$ cat src/rtl/uart_wb_pkg.sv
// uart_wb_pkg: shared types and constants for the UART Wishbone host slice.
//   state_t - host FSM states (IDLE, BUS, RESP)
//   RBR_THR..SCR - UART register addresses on the 3-bit Wishbone address bus
//   cmd_t   - one register command (write enable, address, write data)
//   rsp_t   - one register response (read data, timeout error)
package uart_wb_pkg;

  typedef enum logic [1:0] {
    IDLE = 2'd0,
    BUS  = 2'd1,
    RESP = 2'd2
  } state_t;

  localparam logic [2:0] RBR_THR = 3'd0;
  localparam logic [2:0] IER     = 3'd1;
  localparam logic [2:0] IIR_FCR = 3'd2;
  localparam logic [2:0] LCR     = 3'd3;
  localparam logic [2:0] MCR     = 3'd4;
  localparam logic [2:0] LSR     = 3'd5;
  localparam logic [2:0] MSR     = 3'd6;
  localparam logic [2:0] SCR     = 3'd7;

  typedef struct packed {
    logic       we;
    logic [2:0] addr;
    logic [7:0] wdata;
  } cmd_t;

  typedef struct packed {
    logic [7:0] rdata;
    logic       err;
  } rsp_t;

endpackage

$ cat src/rtl/uart_wb_timeout.sv
// uart_wb_timeout: bus wait counter with expiry flag for the UART Wishbone host.
// Only instantiated when UART_WB_TIMEOUT_EN is defined.
// Ports:
//   clk     - clock, posedge
//   rst_in  - asynchronous active-low reset
//   clear   - command accepted this cycle; restart the count for the new cycle
//   run     - host is in its BUS state
//   expired - run is high and TIMEOUT_CYCLES BUS cycles have elapsed at this edge
module uart_wb_timeout
  import uart_wb_pkg::*;
#(
  parameter int unsigned TIMEOUT_CYCLES = 16
) (
  input  logic clk,
  input  logic rst_in,
  input  logic clear,
  input  logic run,
  output logic expired
);

  // The count is 0 during the first BUS cycle, so it equals LIMIT during
  // the TIMEOUT_CYCLES-th BUS cycle, which is the edge that aborts.
  localparam logic [7:0] LIMIT = 8'(TIMEOUT_CYCLES - 1);

  logic [7:0] count;

  assign expired = run && (count == LIMIT);

  always_ff @(posedge clk or negedge rst_in) begin
    if (!rst_in) begin
      count <= '0;
    end else if (clear) begin
      count <= '0;
    end else if (run && !expired) begin
      count <= count + 8'd1;
    end
  end

endmodule

$ cat src/rtl/uart_wb_host.sv
// uart_wb_host: Wishbone initiator issuing single classic read/write cycles to
// the UART register file, one per accepted command, and returning read data /
// status on a response stream. Also tracks the UART interrupt line.
// Optional feature macro: UART_WB_TIMEOUT_EN (abort a BUS cycle after
// TIMEOUT_CYCLES cycles without ack and report rsp_err_out=1).
// Ports:
//   clk, rst_in                 - clock (posedge), asynchronous active-low reset
//   cmd_valid_in/cmd_ready_out  - command handshake
//   cmd_we_in/addr_in/wdata_in  - command: write enable, register address, write data
//   rsp_valid_out/rsp_ready_in  - response handshake
//   rsp_rdata_out/rsp_err_out   - response: read data, timeout error
//   addr_out/data_out/data_in   - Wishbone address, write data, read data
//   sel_out/stb_out/cyc_out     - Wishbone byte select, strobe, cycle
//   wr_enb_out/ack_in           - Wishbone write enable, acknowledge
//   int_in                      - UART interrupt level
//   irq_pending_out             - int_in registered
//   irq_count_out               - saturating count of int_in rising edges
module uart_wb_host
  import uart_wb_pkg::*;
#(
  parameter logic [3:0]  SEL_VAL        = 4'b0001,
  parameter int unsigned TIMEOUT_CYCLES = 16
) (
  input  logic       clk,
  input  logic       rst_in,
  input  logic       cmd_valid_in,
  output logic       cmd_ready_out,
  input  logic       cmd_we_in,
  input  logic [2:0] cmd_addr_in,
  input  logic [7:0] cmd_wdata_in,
  output logic       rsp_valid_out,
  input  logic       rsp_ready_in,
  output logic [7:0] rsp_rdata_out,
  output logic       rsp_err_out,
  output logic [2:0] addr_out,
  output logic [7:0] data_out,
  input  logic [7:0] data_in,
  output logic [3:0] sel_out,
  output logic       stb_out,
  output logic       cyc_out,
  output logic       wr_enb_out,
  input  logic       ack_in,
  input  logic       int_in,
  output logic       irq_pending_out,
  output logic [7:0] irq_count_out
);

  state_t     state;
  cmd_t       cmd_q;
  logic [7:0] rdata_q;
  logic       in_bus;
  logic       in_resp;
  logic       accept;
  logic       timed_out;

  assign in_bus  = (state == BUS);
  assign in_resp = (state == RESP);
  assign accept  = cmd_valid_in && cmd_ready_out;

`ifdef UART_WB_TIMEOUT_EN
  logic expired;
  logic err_q;

  uart_wb_timeout #(
    .TIMEOUT_CYCLES(TIMEOUT_CYCLES)
  ) u_timeout (
    .clk    (clk),
    .rst_in (rst_in),
    .clear  (accept),
    .run    (in_bus),
    .expired(expired)
  );

  // An ack arriving on the expiry edge takes priority: normal completion.
  assign timed_out = expired && !ack_in;

  always_ff @(posedge clk or negedge rst_in) begin
    if (!rst_in) begin
      err_q <= 1'b0;
    end else if (in_bus) begin
      if (ack_in) begin
        err_q <= 1'b0;
      end else if (timed_out) begin
        err_q <= 1'b1;
      end
    end
  end

  assign rsp_err_out = in_resp && err_q;
`else
  assign timed_out   = 1'b0;
  assign rsp_err_out = 1'b0;
`endif

  always_ff @(posedge clk or negedge rst_in) begin
    if (!rst_in) begin
      state   <= IDLE;
      cmd_q   <= '0;
      rdata_q <= '0;
    end else begin
      case (state)
        IDLE: begin
          if (cmd_valid_in) begin
            cmd_q <= '{we: cmd_we_in, addr: cmd_addr_in, wdata: cmd_wdata_in};
            state <= BUS;
          end
        end
        BUS: begin
          if (ack_in) begin
            rdata_q <= cmd_q.we ? 8'h00 : data_in;
            state   <= RESP;
          end else if (timed_out) begin
            rdata_q <= 8'h00;
            state   <= RESP;
          end
        end
        RESP: begin
          if (rsp_ready_in) begin
            state <= IDLE;
          end
        end
        default: state <= IDLE;
      endcase
    end
  end

  // The FSM already sits in IDLE while reset is held; gating with rst_in keeps
  // cmd_ready_out low for the whole reset like every other output.
  assign cmd_ready_out = (state == IDLE) && rst_in;

  assign stb_out    = in_bus;
  assign cyc_out    = in_bus;
  assign sel_out    = in_bus ? SEL_VAL : '0;
  assign addr_out   = in_bus ? cmd_q.addr : '0;
  assign data_out   = in_bus ? cmd_q.wdata : '0;
  assign wr_enb_out = in_bus && cmd_q.we;

  assign rsp_valid_out = in_resp;
  assign rsp_rdata_out = in_resp ? rdata_q : '0;

  // Interrupt tracking runs regardless of the bus FSM.
  always_ff @(posedge clk or negedge rst_in) begin
    if (!rst_in) begin
      irq_pending_out <= 1'b0;
      irq_count_out   <= '0;
    end else begin
      irq_pending_out <= int_in;
      if (int_in && !irq_pending_out && (irq_count_out != 8'hFF)) begin
        irq_count_out <= irq_count_out + 8'd1;
      end
    end
  end

endmodule

$ cat config.mk
export PLATFORM = sky130hd
export DESIGN_NAME = uart_wb_host
export DESIGN_NICKNAME = d
export VERILOG_FILES = /design/src/rtl/uart_wb_pkg.sv /design/src/rtl/uart_wb_timeout.sv /design/src/rtl/uart_wb_host.sv
export SDC_FILE = /design/constraint.sdc
export NUM_CORES = 1
export LEC_CHECK = 0
export CAP_MARGIN = 20
export CORE_MARGIN = 1
export CORE_UTILIZATION = 42
export CTS_CLUSTER_DIAMETER = 30
export DETAILED_ROUTE_END_ITERATION = 7
export PLACE_DENSITY = 0.9
export SYNTH_ARGS = -nofsm -noshare
export SYNTH_HDL_FRONTEND = slang
export SYNTH_SLANG_ARGS = --single-unit
$ cat constraint.sdc
create_clock -name clk -period 1.56 [get_ports clk]
set_input_delay 0.312 -clock clk [delete_from_list [all_inputs] [get_ports clk]]
set_output_delay 0.312 -clock clk [all_outputs]
set_load 0.05 [all_outputs]
==> results of run 1 <==
==> cell usage after synthesis (all sizes together) (2+ instances only) <==
| cell | instances |
|---|---|
| nor3 | 2 |
| nand4 | 2 |
| nand3 | 2 |
| dfrtp | 31 |
| nand2b | 8 |
| nor3b | 2 |
| inv | 2 |
| a21oi | 3 |
| o21ai | 10 |
| and2 | 20 |
| nor2b | 2 |
| mux2 | 15 |
| nand2 | 15 |
| nor2 | 3 |
| buf | 10 |
==> worst max-delay path: stages, from the launching register on <==
cell and delay [ns]:
dfrtp_2 0.46, and2b_4 0.32, and2_4 0.18, buf_12 0.13
==> final cells by class <==
type / instances / share of cell area
flip-flops and latches: 31 / 0.283
clock buffers: 7 / 0.0162
well taps: 46 / 0.0207
inverters: 2 / 0.00271
clock inverters: 1 / 0.00180
repair buffers: 71 / 0.377
multi-input cells: 101 / 0.299
==> stage by stage <==
stage,instances,hold WS [ns]
3_5_place_dp,246,0.464
5_1_grt,259,0.485
6_report,259,0.471
2_1_floorplan,142,0.0164
4_1_cts,258,0.467
3_3_place_gp,246,0.454
==> routing by layer <==
| layer | share of wire | track usage | routed length, um |
|---|---|---|---|
| met3 | 0.052 | 0.0584 | 212 |
| met4 | 0.018 | 0.113 | 75 |
| met2 | 0.52 | 0.367 | 2140 |
| met1 | 0.41 | 0.241 | 1680 |
| met5 | 0 | 0 | 0 |
==> what timing repair did <==
action	4_1_cts	5_1_grt
cloned	1	1
setup buffers	4	0
hold endpoints to repair	0	0
resized for setup	14	17
hold buffers	0	0
setup endpoints to repair	24	37
pin swaps	12	2
==> registers in the layout (all words and copies together) (netlist names) <==
name             count
cmd_q               12
irq_count_out        8
irq_pending_out      1
rdata_q              8
state                2
==> where the power goes <==
group,internal [mW],switching [mW],total [mW]
Clock,0.175,0.260,0.435
Combinational,2.09,1.90,3.99
Sequential,1.17,0.411,1.58
Total,3.44,2.57,6.01
==> cells by family (layout without fill, tap and decap cells) <==
group / after synthesis / count (layout) / synth area share
simple gates: 60 / 62 / 0.241
flops: 31 / 31 / 0.505
compound gates: 17 / 17 / 0.0668
mux: 15 / 15 / 0.110
buf+inv: 12 / 81 / 0.0554
xor+xnor: 2 / 2 / 0.0114
fa+ha+maj: 1 / 1 / 0.00814
other cells: 1 / 4 / 0.00244
==> path summary, 6_finish.rpt <==
kind,from,to,slack [ns],depth (start not counted)
hold / removal,rst_in,irq_count_out[4]$_DFFE_PN0P_,0.47,2
max in group asynchronous,rst_in,irq_pending_out$_DFF_PN0_,0.77,2
setup reg to reg,state[0]$_DFFE_PN0P_,cmd_q[1]$_DFFE_PN0P_,-0.02,5
hold reg to reg,rdata_q[4]$_DFFE_PN0P_,rdata_q[4]$_DFFE_PN0P_,0.50,2
min in group clk,int_in,irq_pending_out$_DFF_PN0_,0.48,1
setup / recovery,state[1]$_DFFE_PN0P_,addr_out[2],-0.17,3
==> metrics, run 1 <==
final hold violation count=0; Layout Utilization=0.812; Pins Over Slew Limit=0; IO buf count=59; Crit. End Element=output port; detailed-route via count=about 1300; Crit Path Category=reg2out; commonest cells after routing, fill and taps aside=35 x buf_12, 25 x clkdlybuf4s50_1, 24 x dfrtp_1; leakage power=1.22 nW; clk sinks=31; P&R area growth vs syn=80.5%; placed instance area=approximately 2600 sq um; RePlAce Congestion=0.795; Initial Util=0.450; CTS Buf Count=5; first-pass GRT wire length=6290 um; Tot Pwr=around 6 mW; Clock Tree Buf Depth=2; setup TNS=-3.17 ns; Mapped Area=about 1500 sq um; crit start category=flip-flop; Worst VDD drop=1250 uV; Initial DRC Count=56; top cells by area, synth=dfrtp_1 50%, mux2_2 11%, and2_1 8.1%; TritonRoute pass-1 iters=4; Synth Flop Type=dfrtp_1; Routed WL=about 4100 um; max frequency=between 0.5 and 0.6 GHz; die area=3900 sq um; Post-synth EDFFs=0; Core Region=3420 sq um; multi-input logic area=approximately 830 sq um; Syn Area/Cell=11.1 sq um; dpl ws=-0.236 ns; leading cell type in the layout, fill and taps excluded=buf_12; CP Max Fanout=7; storage element area=785 sq um; leading area contributor after synthesis=dfrtp_1; synth unique cells=35; Die X=62.5 um; residual DRC count=0; CTS tree=yes; clock latency at the later pin of the worst-skew pair=0.33 ns; antenna violations before repair=0; Die Y=62.5 um; HP Class=in2async; Worst Skew=0.0140 ns; vias per cell=4.91; clock root cell=clkbuf_4; pin count of the biggest net entering global routing=32; max-cap violations=0; status=finished, violations left; hpwl dp=2790 um; Top Ports=64; grt total ovfl=0; fraction of layout cells with a size suffix above 1=0.502; Final ANT Viol Nets=0; setup violation total in the final timing report=29; Reg clk slew, reported paths=0.10 ns; layout filler cell count=199; H-tree depth=2; worst path arrival time=1.42 ns; post-route minimum period=1.73 ns; fin worst setup slack=-0.174 ns; CP required=1.25 ns; unrepaired setup endpoints after global routing=true; Seq/Total Area, Yosys=0.505; FF+latch count, synth=31; ANT cells=0; Ys Warns=0; post-route cell area=2770 sq um; vias in the first global route=1314; Power Dens Cells=roughly 2200 nW/um^2; synthesized instance count=139; Layout Nets=239; Yosys top cell area share=0.505; fraction of registers with async set/reset=1.00; Tcrit/Tclk final=1.11; Tot GR Track Use=0.214; failing checks=negative setup slack; drt wl/cell=15.8 um; # rows=21
Power figures use the tool's default switching activity.
==> inputs of run 2 (changes only) <==
Settings changed: CORE_UTILIZATION 42 to 40, GPL_TIMING_DRIVEN set to 0, PLACE_DENSITY 0.9 to 0.87.
==> metrics, run 2 (same netlist as run 1, synthesis figures left out) <==
status=finished, violations left (unchanged); failing checks=negative setup slack (unchanged); setup violation total in the final timing report=28 (was 29); hold-critical path depth=2; vias per cell=4.82 (was 4.91); Tot GR Track Use=0.195 (was 0.214); Layout Cells excl Fill=275 (was 259); Die Y=64.0 um (was 62.5 um); worst path arrival time=1.46 ns (was 1.42 ns); top flop regs=cmd_q (12), irq_count_out (8), rdata_q (8) (unchanged); residual DRC count=0 (unchanged); Pins Over Slew Limit=0 (unchanged); Reg2Reg Setup Slack=-0.05 ns (was -0.02 ns); P&R area growth vs syn=74.0% (was 80.5%); CP Max Fanout=6 (was 7); commonest cells after routing, fill and taps aside=25 x dfrtp_1, 24 x clkdlybuf4s50_1, 23 x buf_8 (was 35 x buf_12, 25 x clkdlybuf4s50_1, 24 x dfrtp_1); grt total ovfl=0 (unchanged); Top Ports=64 (unchanged); first-pass GRT wire length=6090 um (was 6290 um); leakage power=1.24 nW (was 1.22 nW); FF-to-FF path depth=5 (unchanged); Fin Hold WS=0.492 ns (was 0.471 ns); r2r startpoint=state[0]$_DFFE_PN0P_ (unchanged); Tcrit/Tclk final=1.13 (was 1.11); detailed-route via count=1326 (was 1271); fin worst setup slack=-0.209 ns (was -0.174 ns); Initial Util=0.420 (was 0.450); CTS Buf Count=5 (unchanged); Final ANT Viol Nets=0 (unchanged); largest reg by FF count=cmd_q (unchanged); crit start category=flip-flop (unchanged); hpwl dp=2320 um (was 2790 um); final hold violation count=0 (unchanged); fraction of layout cells with a size suffix above 1=0.515 (was 0.502); RePlAce Congestion=0.834 (was 0.795); Crit. End Element=output port (unchanged); Initial DRC Count=59 (was 56); CP max-delay cell=dfrtp_1 (was dfrtp_2); Power Dens Cells=2160 nW/um^2 (about the same); die area=4090 sq um (was 3900 sq um); clock root cell=clkbuf_8 (was clkbuf_4); cell count after placement=249 (was 246); Worst Hold End=rdata_q[7]$_DFFE_PN0P_; Crit Path Category=reg2out (unchanged); IO buf count=59 (unchanged); CTS tree=yes (unchanged); H-tree depth=2 (unchanged); cells along the critical path=and2b_2 -> buf_6 -> and2_4 -> buf_8 (was and2b_4 -> and2_4 -> buf_12); Routed WL=4150 um (was 4100 um); Core Region=3660 sq um (was 3420 sq um); Worst VDD drop=1520 uV (was 1250 uV); antenna violations before repair=0 (unchanged); leading cell type in the layout, fill and taps excluded=dfrtp_1 (was buf_12); # rows=22 (was 21); Reg clk slew, reported paths=0.07 ns (was 0.10 ns); clk sinks=31 (unchanged); TritonRoute pass-1 iters=4 (unchanged); largest delay contributor family on the critical path=simple AND/OR/NAND/NOR gates (unchanged); ANT cells=0 (unchanged); clock latency at the later pin of the worst-skew pair=0.28 ns (was 0.33 ns); Largest register FFs=12 (unchanged); CP peak stage delay=0.42 ns (was 0.46 ns); HP Class=reg2reg (was in2async); drt wl/cell=15.1 um (was 15.8 um); FF-to-FF End=cmd_q[8]$_DFFE_PN0P_ (was cmd_q[1]$_DFFE_PN0P_); Clock Tree Buf Depth=2 (unchanged); post-route minimum period=1.77 ns (was 1.73 ns); HP Start=rdata_q[7]$_DFFE_PN0P_; max frequency=0.565 GHz (was 0.577 GHz); vias in the first global route=1295 (was 1314); Layout Nets=253 (was 239); CP Buf/Inv Count=2 (was 1); max-cap violations=0 (unchanged); Worst Skew=0.00430 ns (was 0.0140 ns); unrepaired setup endpoints after global routing=true (unchanged); pin count of the biggest net entering global routing=32 (unchanged); Die X=64.0 um (was 62.5 um); CP required=1.25 ns (about the same)
[run 2: cell types whose count changed in the layout (fill, tap and decap cells not counted), sizes merged]
cell | before | now
and2b | 2 | 1
buf | 46 | 52
clkbuf | 7 | 12
clkdlybuf4s15 | 0 | 3
clkdlybuf4s50 | 25 | 24
dlygate4sd2 | 0 | 1
dlygate4sd3 | 0 | 1
[run 2: metal layers]
| layer | vias to the layer above | global-route usage | part of all wire |
|---|---|---|---|
| met5 | - | 0 | 0 |
| met4 | 0 | 0.0568 | 0.012 |
| met3 | 8 | 0.0589 | 0.050 |
| met2 | 41 | 0.332 | 0.52 |
| met1 | 653 | 0.235 | 0.42 |
| li1 | 624 | - | - |
[run 2: through the flow]
| stage | instance area, sq um | TNS [ns] | worst slack [ns] | util | power (mW) |
|---|---|---|---|---|---|
| 2_1_floorplan | 1610 | 0 | 0.0161 | - | 3.46 |
| 6_report | 2670 | -3.43 | -0.209 | 0.730 | 5.76 |
| 3_3_place_gp | 2260 | -30.12 | -1.74 | 0.617 | 4.25 |
| 4_1_cts | 2550 | -2.06 | -0.159 | 0.697 | 5.41 |
| 5_1_grt | 2670 | -5.00 | -0.250 | 0.730 | 6.03 |
| 3_5_place_dp | 2250 | -15.09 | -0.768 | 0.615 | 4.32 |
[run 2: area by class of cell]
type | instances | area (sq um)
plain buffers | 9 | 86.3
clock buffers | 7 | 76.3
clock inverters | 1 | 5.00
fillers | 235 | 987
inverters | 2 | 7.51
multi-input cells | 100 | 810
flip-flops and latches | 31 | 783
well taps | 48 | 60.1
repair buffers | 77 | 846
[run 2: tightest hold or removal path, cell delays in order, from the launching register on]
cell and delay [ns]:
dfrtp_1 0.35, nand2_1 0.05, o21ai_0 0.06
[run 2: what timing repair did]
| action | 4_1_cts | 5_1_grt |
|---|---|---|
| endpoints found under the hold margin | 31 | 0 |
| pin swaps | 9 | 6 |
| setup buffers | 7 | 8 |
| resized for setup | 218 | 38 |
| hold buffers | 2 | 0 |
| endpoints found under the setup margin | 35 | 42 |
| cloned | 2 | 1 |
[run 2: report_power, final]
group | switching, mW | leakage, nW | total [mW] | internal (mW)
combinational | 1.92 | 0.821 | 3.65 | 1.73
sequential | 0.332 | 0.374 | 1.50 | 1.17
clock | 0.295 | 0.0422 | 0.608 | 0.313
total | 2.55 | 1.24 | 5.76 | 3.22
[run 2: worst max-delay path by stage]
stage / to / depth (start not counted) / startpoint
3_3_place_gp: cmd_ready_out / 3 / rst_in
6_report: addr_out[1] / 4 / state[1]$_DFFE_PN0P_
2_1_floorplan: irq_count_out[1]$_DFFE_PN0P_ / 3 / irq_count_out[6]$_DFFE_PN0P_
4_1_cts: data_out[4] / 4 / state[1]$_DFFE_PN0P_
5_1_grt: addr_out[1] / 4 / state[1]$_DFFE_PN0P_
3_5_place_dp: cmd_ready_out / 3 / rst_in
